`config.mk`:
```
export PLATFORM = sky130hd
export DESIGN_NAME = eq_gain_regfile_flat
export DESIGN_NICKNAME = d
export VERILOG_FILES = /design/src/rtl/eq_gain_regfile_if.sv /design/src/rtl/eq_gain_regfile.sv /design/src/flat_wrapper.sv
export SDC_FILE = /design/constraint.sdc
export NUM_CORES = 2
export LEC_CHECK = 0
export CORE_ASPECT_RATIO = 1.75
export CORE_MARGIN = 5
export CORE_UTILIZATION = 40
export DETAILED_ROUTE_END_ITERATION = 7
export PLACE_DENSITY = 0.66
export SKIP_LAST_GASP = 1
export SLEW_MARGIN = 0
export SYNTH_ARGS = -nofsm -noshare
export SYNTH_HDL_FRONTEND = slang
export SYNTH_SLANG_ARGS = --single-unit
```
`constraint.sdc`:
```
create_clock -name clk -period 25.9 [get_ports clk]
set_input_delay 3.885 -clock clk [delete_from_list [all_inputs] [get_ports clk]]
set_output_delay 3.885 -clock clk [all_outputs]
set_load 0.005 [all_outputs]
```
`src/rtl/eq_gain_regfile_if.sv`:
```
// Byte-wide control bus between the control-bus decoder (master)
// and the equaliser gain register file (slave).
interface eq_gain_regfile_if;
    logic       we;
    logic       re;
    logic [7:0] addr;
    logic [7:0] wdata;
    logic [7:0] rdata;
    logic       rvalid;
    logic       err;

    modport master (
        output we, re, addr, wdata,
        input  rdata, rvalid, err
    );

    modport slave (
        input  we, re, addr, wdata,
        output rdata, rvalid, err
    );
endinterface

```
`src/rtl/eq_gain_regfile.sv`:
```
// Equaliser gain register file: byte-wise shadow gains, commit on a
// sample boundary, then a linear per-sample ramp of the active gains
// toward their targets.
module eq_gain_regfile #(
    parameter int NUM_BANDS  = 10,
    parameter int GAIN_WIDTH = 13,
    parameter int FRAC_BITS  = 8,
    parameter int RAMP_STEP  = 16
) (
    input  logic                            clk,
    input  logic                            rst,
    eq_gain_regfile_if.slave                bus,
    input  logic                            sample_tick,
    output logic [NUM_BANDS*GAIN_WIDTH-1:0] gain_out,
    output logic                            ramp_busy
);

    localparam int IDX_W = (NUM_BANDS > 1) ? $clog2(NUM_BANDS) : 1;
    localparam logic [GAIN_WIDTH-1:0] UNITY      = GAIN_WIDTH'(1) << FRAC_BITS;
    localparam logic [GAIN_WIDTH:0]   STEP_EXT   = (GAIN_WIDTH+1)'(RAMP_STEP);
    localparam logic [8:0]            BAND_LIMIT = 9'(2 * NUM_BANDS);
    localparam logic [7:0]            ADDR_CTRL   = 8'hF0;
    localparam logic [7:0]            ADDR_STATUS = 8'hF1;

    logic [GAIN_WIDTH-1:0] shadow_q [NUM_BANDS];
    logic [GAIN_WIDTH-1:0] shadow_d [NUM_BANDS];
    logic [GAIN_WIDTH-1:0] target_q [NUM_BANDS];
    logic [GAIN_WIDTH-1:0] target_d [NUM_BANDS];
    logic [GAIN_WIDTH-1:0] active_q [NUM_BANDS];
    logic [GAIN_WIDTH-1:0] active_d [NUM_BANDS];

    logic [7:0] hold_q, hold_d;
    logic       pending_q, pending_d;
    logic [7:0] rdata_q, rdata_d;
    logic       rvalid_q, rvalid_d;
    logic       err_q, err_d;
    logic       busy_q, busy_d;

    logic                  band_hit;
    logic [IDX_W-1:0]      band_idx;
    logic [GAIN_WIDTH-1:0] rd_word;

    // One ramp step: move by RAMP_STEP toward the target, landing exactly
    // on it when the remaining distance is within one step. The extra bit
    // keeps the difference free of wrap in either direction.
    function automatic logic [GAIN_WIDTH-1:0] ramp_next(
        input logic [GAIN_WIDTH-1:0] act,
        input logic [GAIN_WIDTH-1:0] tgt
    );
        logic [GAIN_WIDTH:0] a_ext;
        logic [GAIN_WIDTH:0] t_ext;
        logic [GAIN_WIDTH:0] diff;
        a_ext = {1'b0, act};
        t_ext = {1'b0, tgt};
        if (t_ext >= a_ext) begin
            diff = t_ext - a_ext;
            if (32'(diff) <= RAMP_STEP) ramp_next = tgt;
            else                        ramp_next = GAIN_WIDTH'(a_ext + STEP_EXT);
        end else begin
            diff = a_ext - t_ext;
            if (32'(diff) <= RAMP_STEP) ramp_next = tgt;
            else                        ramp_next = GAIN_WIDTH'(a_ext - STEP_EXT);
        end
        return ramp_next;
    endfunction

    // Address decode for the band register window
    always_comb begin
        band_hit = ({1'b0, bus.addr} < BAND_LIMIT);
        band_idx = IDX_W'(bus.addr[7:1]);
        rd_word  = band_hit ? shadow_q[band_idx] : '0;
    end

    // Next-state logic: bus access, commit transfer, ramp and busy flag
    always_comb begin
        shadow_d  = shadow_q;
        target_d  = target_q;
        active_d  = active_q;
        hold_d    = hold_q;
        pending_d = pending_q;
        rdata_d   = rdata_q;
        rvalid_d  = 1'b0;
        err_d     = 1'b0;
        busy_d    = 1'b0;

        // Ramp uses the pre-tick target, so a fresh target starts moving
        // one tick after it is loaded.
        if (sample_tick) begin
            for (int k = 0; k < NUM_BANDS; k++) begin
                active_d[k] = ramp_next(active_q[k], target_q[k]);
            end
            if (pending_q) begin
                for (int k = 0; k < NUM_BANDS; k++) begin
                    target_d[k] = shadow_q[k];
                end
                pending_d = 1'b0;
            end
        end

        // A write wins over a simultaneous read; the read is dropped.
        if (bus.we) begin
            if (band_hit) begin
                if (!bus.addr[0]) begin
                    hold_d = bus.wdata;
                end else begin
                    shadow_d[band_idx] = {bus.wdata[GAIN_WIDTH-9:0], hold_q};
                end
            end else if (bus.addr == ADDR_CTRL) begin
                if (bus.wdata[0]) pending_d = 1'b1;
            end else if (bus.addr != ADDR_STATUS) begin
                err_d = 1'b1;
            end
        end else if (bus.re) begin
            rvalid_d = 1'b1;
            if (band_hit) begin
                rdata_d = bus.addr[0] ? 8'(rd_word >> 8) : rd_word[7:0];
            end else if (bus.addr == ADDR_STATUS) begin
                rdata_d = {6'b0, pending_q, busy_q};
            end else if (bus.addr == ADDR_CTRL) begin
                rdata_d = 8'h00;
            end else begin
                rdata_d = 8'h00;
                err_d   = 1'b1;
            end
        end

        for (int k = 0; k < NUM_BANDS; k++) begin
            if (active_d[k] != target_d[k]) busy_d = 1'b1;
        end
    end

    // State registers with asynchronous return to unity gain
    always_ff @(posedge clk or posedge rst) begin
        if (rst) begin
            for (int k = 0; k < NUM_BANDS; k++) begin
                shadow_q[k] <= UNITY;
                target_q[k] <= UNITY;
                active_q[k] <= UNITY;
            end
            hold_q    <= 8'h00;
            pending_q <= 1'b0;
            rdata_q   <= 8'h00;
            rvalid_q  <= 1'b0;
            err_q     <= 1'b0;
            busy_q    <= 1'b0;
        end else begin
            shadow_q  <= shadow_d;
            target_q  <= target_d;
            active_q  <= active_d;
            hold_q    <= hold_d;
            pending_q <= pending_d;
            rdata_q   <= rdata_d;
            rvalid_q  <= rvalid_d;
            err_q     <= err_d;
            busy_q    <= busy_d;
        end
    end

    assign bus.rdata  = rdata_q;
    assign bus.rvalid = rvalid_q;
    assign bus.err    = err_q;
    assign ramp_busy  = busy_q;

    generate
        for (genvar gi = 0; gi < NUM_BANDS; gi++) begin : g_gain_out
            assign gain_out[gi*GAIN_WIDTH +: GAIN_WIDTH] = active_q[gi];
        end
    endgenerate

endmodule

```
`src/flat_wrapper.sv`:
```
// flat-port wrapper written by rule: the top's interface ports become plain ports
module eq_gain_regfile_flat 
#(
    parameter int NUM_BANDS  = 10,
    parameter int GAIN_WIDTH = 13,
    parameter int FRAC_BITS  = 8,
    parameter int RAMP_STEP  = 16
)
  (clk, rst, sample_tick, gain_out, ramp_busy, bus_we, bus_re, bus_addr, bus_wdata, bus_rdata, bus_rvalid, bus_err);
  eq_gain_regfile_if bus_i ();
  input  logic clk;
  input  logic rst;
  input  logic sample_tick;
  output logic [NUM_BANDS*GAIN_WIDTH-1:0] gain_out;
  output logic ramp_busy;
  input wire logic [$bits(bus_i.we)-1:0] bus_we;
  input wire logic [$bits(bus_i.re)-1:0] bus_re;
  input wire logic [$bits(bus_i.addr)-1:0] bus_addr;
  input wire logic [$bits(bus_i.wdata)-1:0] bus_wdata;
  output wire logic [$bits(bus_i.rdata)-1:0] bus_rdata;
  output wire logic [$bits(bus_i.rvalid)-1:0] bus_rvalid;
  output wire logic [$bits(bus_i.err)-1:0] bus_err;
  assign bus_i.we = bus_we;
  assign bus_i.re = bus_re;
  assign bus_i.addr = bus_addr;
  assign bus_i.wdata = bus_wdata;
  assign bus_rdata = bus_i.rdata;
  assign bus_rvalid = bus_i.rvalid;
  assign bus_err = bus_i.err;
  eq_gain_regfile #(.NUM_BANDS(NUM_BANDS), .GAIN_WIDTH(GAIN_WIDTH), .FRAC_BITS(FRAC_BITS), .RAMP_STEP(RAMP_STEP)) u_core (.clk(clk), .rst(rst), .bus(bus_i), .sample_tick(sample_tick), .gain_out(gain_out), .ramp_busy(ramp_busy));
endmodule
```
==> metrics.txt <==
Hold Path Sink u_core.bus.rdata[2]$_DFFE_PP0P_; via count 38169; Starting Density 0.4010; port bufs 161; Rel. slew slack 0.1166; worst path required time 26350 ps; hold_sp u_core.bus.rdata[2]$_DFFE_PP0P_; drt first-iter violations 3714; commonest non-fill, non-tap cell in the layout nand2_1; antenna violations before repair 10; worst slew pin tran 1292 ps; status finished clean; Syn Inst Count 4599; CP max FO 70; routability cong. 1.094; largest net degree at the start of global routing 109; PostCTS Resize Cnt 0; Hold-fix buffers, CTS 0; total number of H-tree levels 2; die width 243.5 microns; Tcrit/Tclk final 0.3019; Syn. warnings 0; clock root cell clkbuf_16; TritonCTS sink count 410; total CTS buffers 41; RR Startpoint u_core.gain_out[48]$_DFF_PP0_; R2R Setup Slk 19080 ps; Clock Latency Late Sink 600 ps; routed length per instance 29.76 microns; RSZ-0062 raised after global routing false; pwr/cell area 105.4 mW/mm^2; layout cells sized above 1 0.08698; PnR Total Power 4.433 mW; clock-pin slew on the worst setup and hold paths 70 ps; setup TNS 0 ps; # IOs 162; GRT overflow 0; Crit. End Element flop; crit path time final 7820 ps; #FFs+latches synth 410; synthesis-to-finish area growth 10.27%; MaxCap Viol Count 0; max-slew violations 0; Worst Clk Skew 26.44 ps; post-CTS setup buffers 0; Post-synth EDFFs 0; reg2reg end u_core.ramp_busy$_DFF_PP0_; Hold Violations, Final 0; commonest non-fill, non-tap cells in the layout nand2_1 (388), dfrtp_1 (380), inv_1 (367); first-pass GRT wire length 251300 microns; number of remaining DRC errors 0; post-detail-place hpwl 140200 microns; critical path class primary input to flop; vias in the first global route 37302; Unique masters post-synth 109; Total Die Area 0.1019 sq mm; post-route ant nets 0; TritonCTS clock tree built; worst IR drop on VDD 48.65 uV; R2R depth 16; Synth Flop Type dfrtp_1; CORE AREA 0.09515 sq mm; Total Nets Final 4890; post-synthesis sequential area ratio 0.2699; First-pass DRT Iterations 6; via-per-instance ratio 6.532; f_max 127.9 MHz; total wire length 173900 microns; die height 418.6 microns; Syn Nets 4900; Hold Crit Depth 2; clock tree buffer depth 3; worst hold path type flop to flop; Critical Path AT 8270 ps; Critical Path Start Type primary input; Overall Global Routing Usage 0.3258; Finished Core Util 0.4421; ys async rst share 1.000; row count 150; syn avg cell area 8.296 sq um; Mapped Area 0.03815 sq mm; Static Leak 18.48 nW; setup violators final 0
==> state kept, by name (all words and copies together), names as in the netlist <==
signal / count
u_core.bus.rvalid: 1
u_core.hold_q: 8
u_core.bus.rdata: 8
u_core.shadow_q: 130
u_core.gain_out: 130
u_core.ramp_busy: 1
u_core.bus.err: 1
u_core.target_q: 130
u_core.pending_q: 1
==> critical path, cell delays in order <==
cell and delay (ps):
buf_6 310, and2_4 710, buf_4 750, mux2i_1 410
xnor2_1 110, mux2i_1 140, a21oi_1 100, nor4bb_1 950
nand4_1 290, nor4_1 380, nand4_1 140
==> where the power goes <==
| group | internal (mW) | switching, mW | total (mW) |
|---|---|---|---|
| logic | 1.03 | 1.73 | 2.76 |
| clock network | 0.361 | 0.300 | 0.661 |
| registers | 0.737 | 0.273 | 1.01 |
==> worst max path at each step <==
stage	slack, ps	start	depth (start not counted)	endpoint
after floorplan	10660	rst	1	u_core.bus.err$_DFF_PP0_
after global placement	17020	sample_tick	10	u_core.ramp_busy$_DFF_PP0_
after detailed placement	17730	sample_tick	11	u_core.ramp_busy$_DFF_PP0_
after CTS	18290	sample_tick	11	u_core.ramp_busy$_DFF_PP0_
after global routing	18070	sample_tick	11	u_core.ramp_busy$_DFF_PP0_
final	18080	sample_tick	11	u_core.ramp_busy$_DFF_PP0_
==> per-stage QoR <==
step | setup WS, ps | instance area [sq um] | std cells | hold slack (ps)
after floorplan | 10660 | 38150 | 4599 | 473.3
after global placement | 17020 | 40620 | 5761 | 485.1
after detailed placement | 17730 | 40630 | 5762 | 482.3
after CTS | 18290 | 42060 | 5838 | 497.2
after global routing | 18070 | 42060 | 5838 | 509.3
final | 18080 | 42070 | 5843 | 494.5
==> cell families (layout without fill, tap and decap cells) <==
| family | Yosys count | count (layout) | synth area share |
|---|---|---|---|
| buffers and inverters | 622 | 645 | 0.06211 |
| other | 0 | 5 | 0 |
| multiplexers | 294 | 294 | 0.09068 |
| XOR/XNOR | 266 | 266 | 0.06106 |
| AO/OA/AOI/OAI | 1403 | 1403 | 0.2483 |
| adder cells (fa/ha/maj) | 280 | 280 | 0.09182 |
| AND/OR/NAND/NOR | 1324 | 1324 | 0.1761 |
| flip-flops | 410 | 410 | 0.2699 |
==> per-layer routing <==
layer	track usage	routed length, microns	vias to the layer above
met3	0.05094	10970	632
met4	0.2678	18190	2
met2	0.5654	83700	1831
met5	0	14	-
li1	-	-	16888
met1	0.3476	61040	18816
==> final cells by class <==
class,count,area [sq um]
Timing Repair Buffer,198,1888
Tap cell,1216,1521
Sequential cell,410,10300
Inverter,371,1400
Fill cell,9470,53080
Clock inverter,22,269.0
Clock buffer,54,1156
Antenna cell,5,12.51
Multi-Input combinational cell,3567,25530
==> cells in the mapped netlist (all sizes together) (115+ instances only) <==
cell	n	area, sq um
a21oi	315	1580
clkbuf	203	762.0
dfrtp	380	9509
ha	280	3503
inv	369	1385
mux2	153	1723
mux2i	115	1151
nand2	389	1476
nand3	148	740.7
nor2	207	777.0
o21ai	347	1740
xnor2	191	1673
No activity file was read; power rests on OpenSTA's default activity.
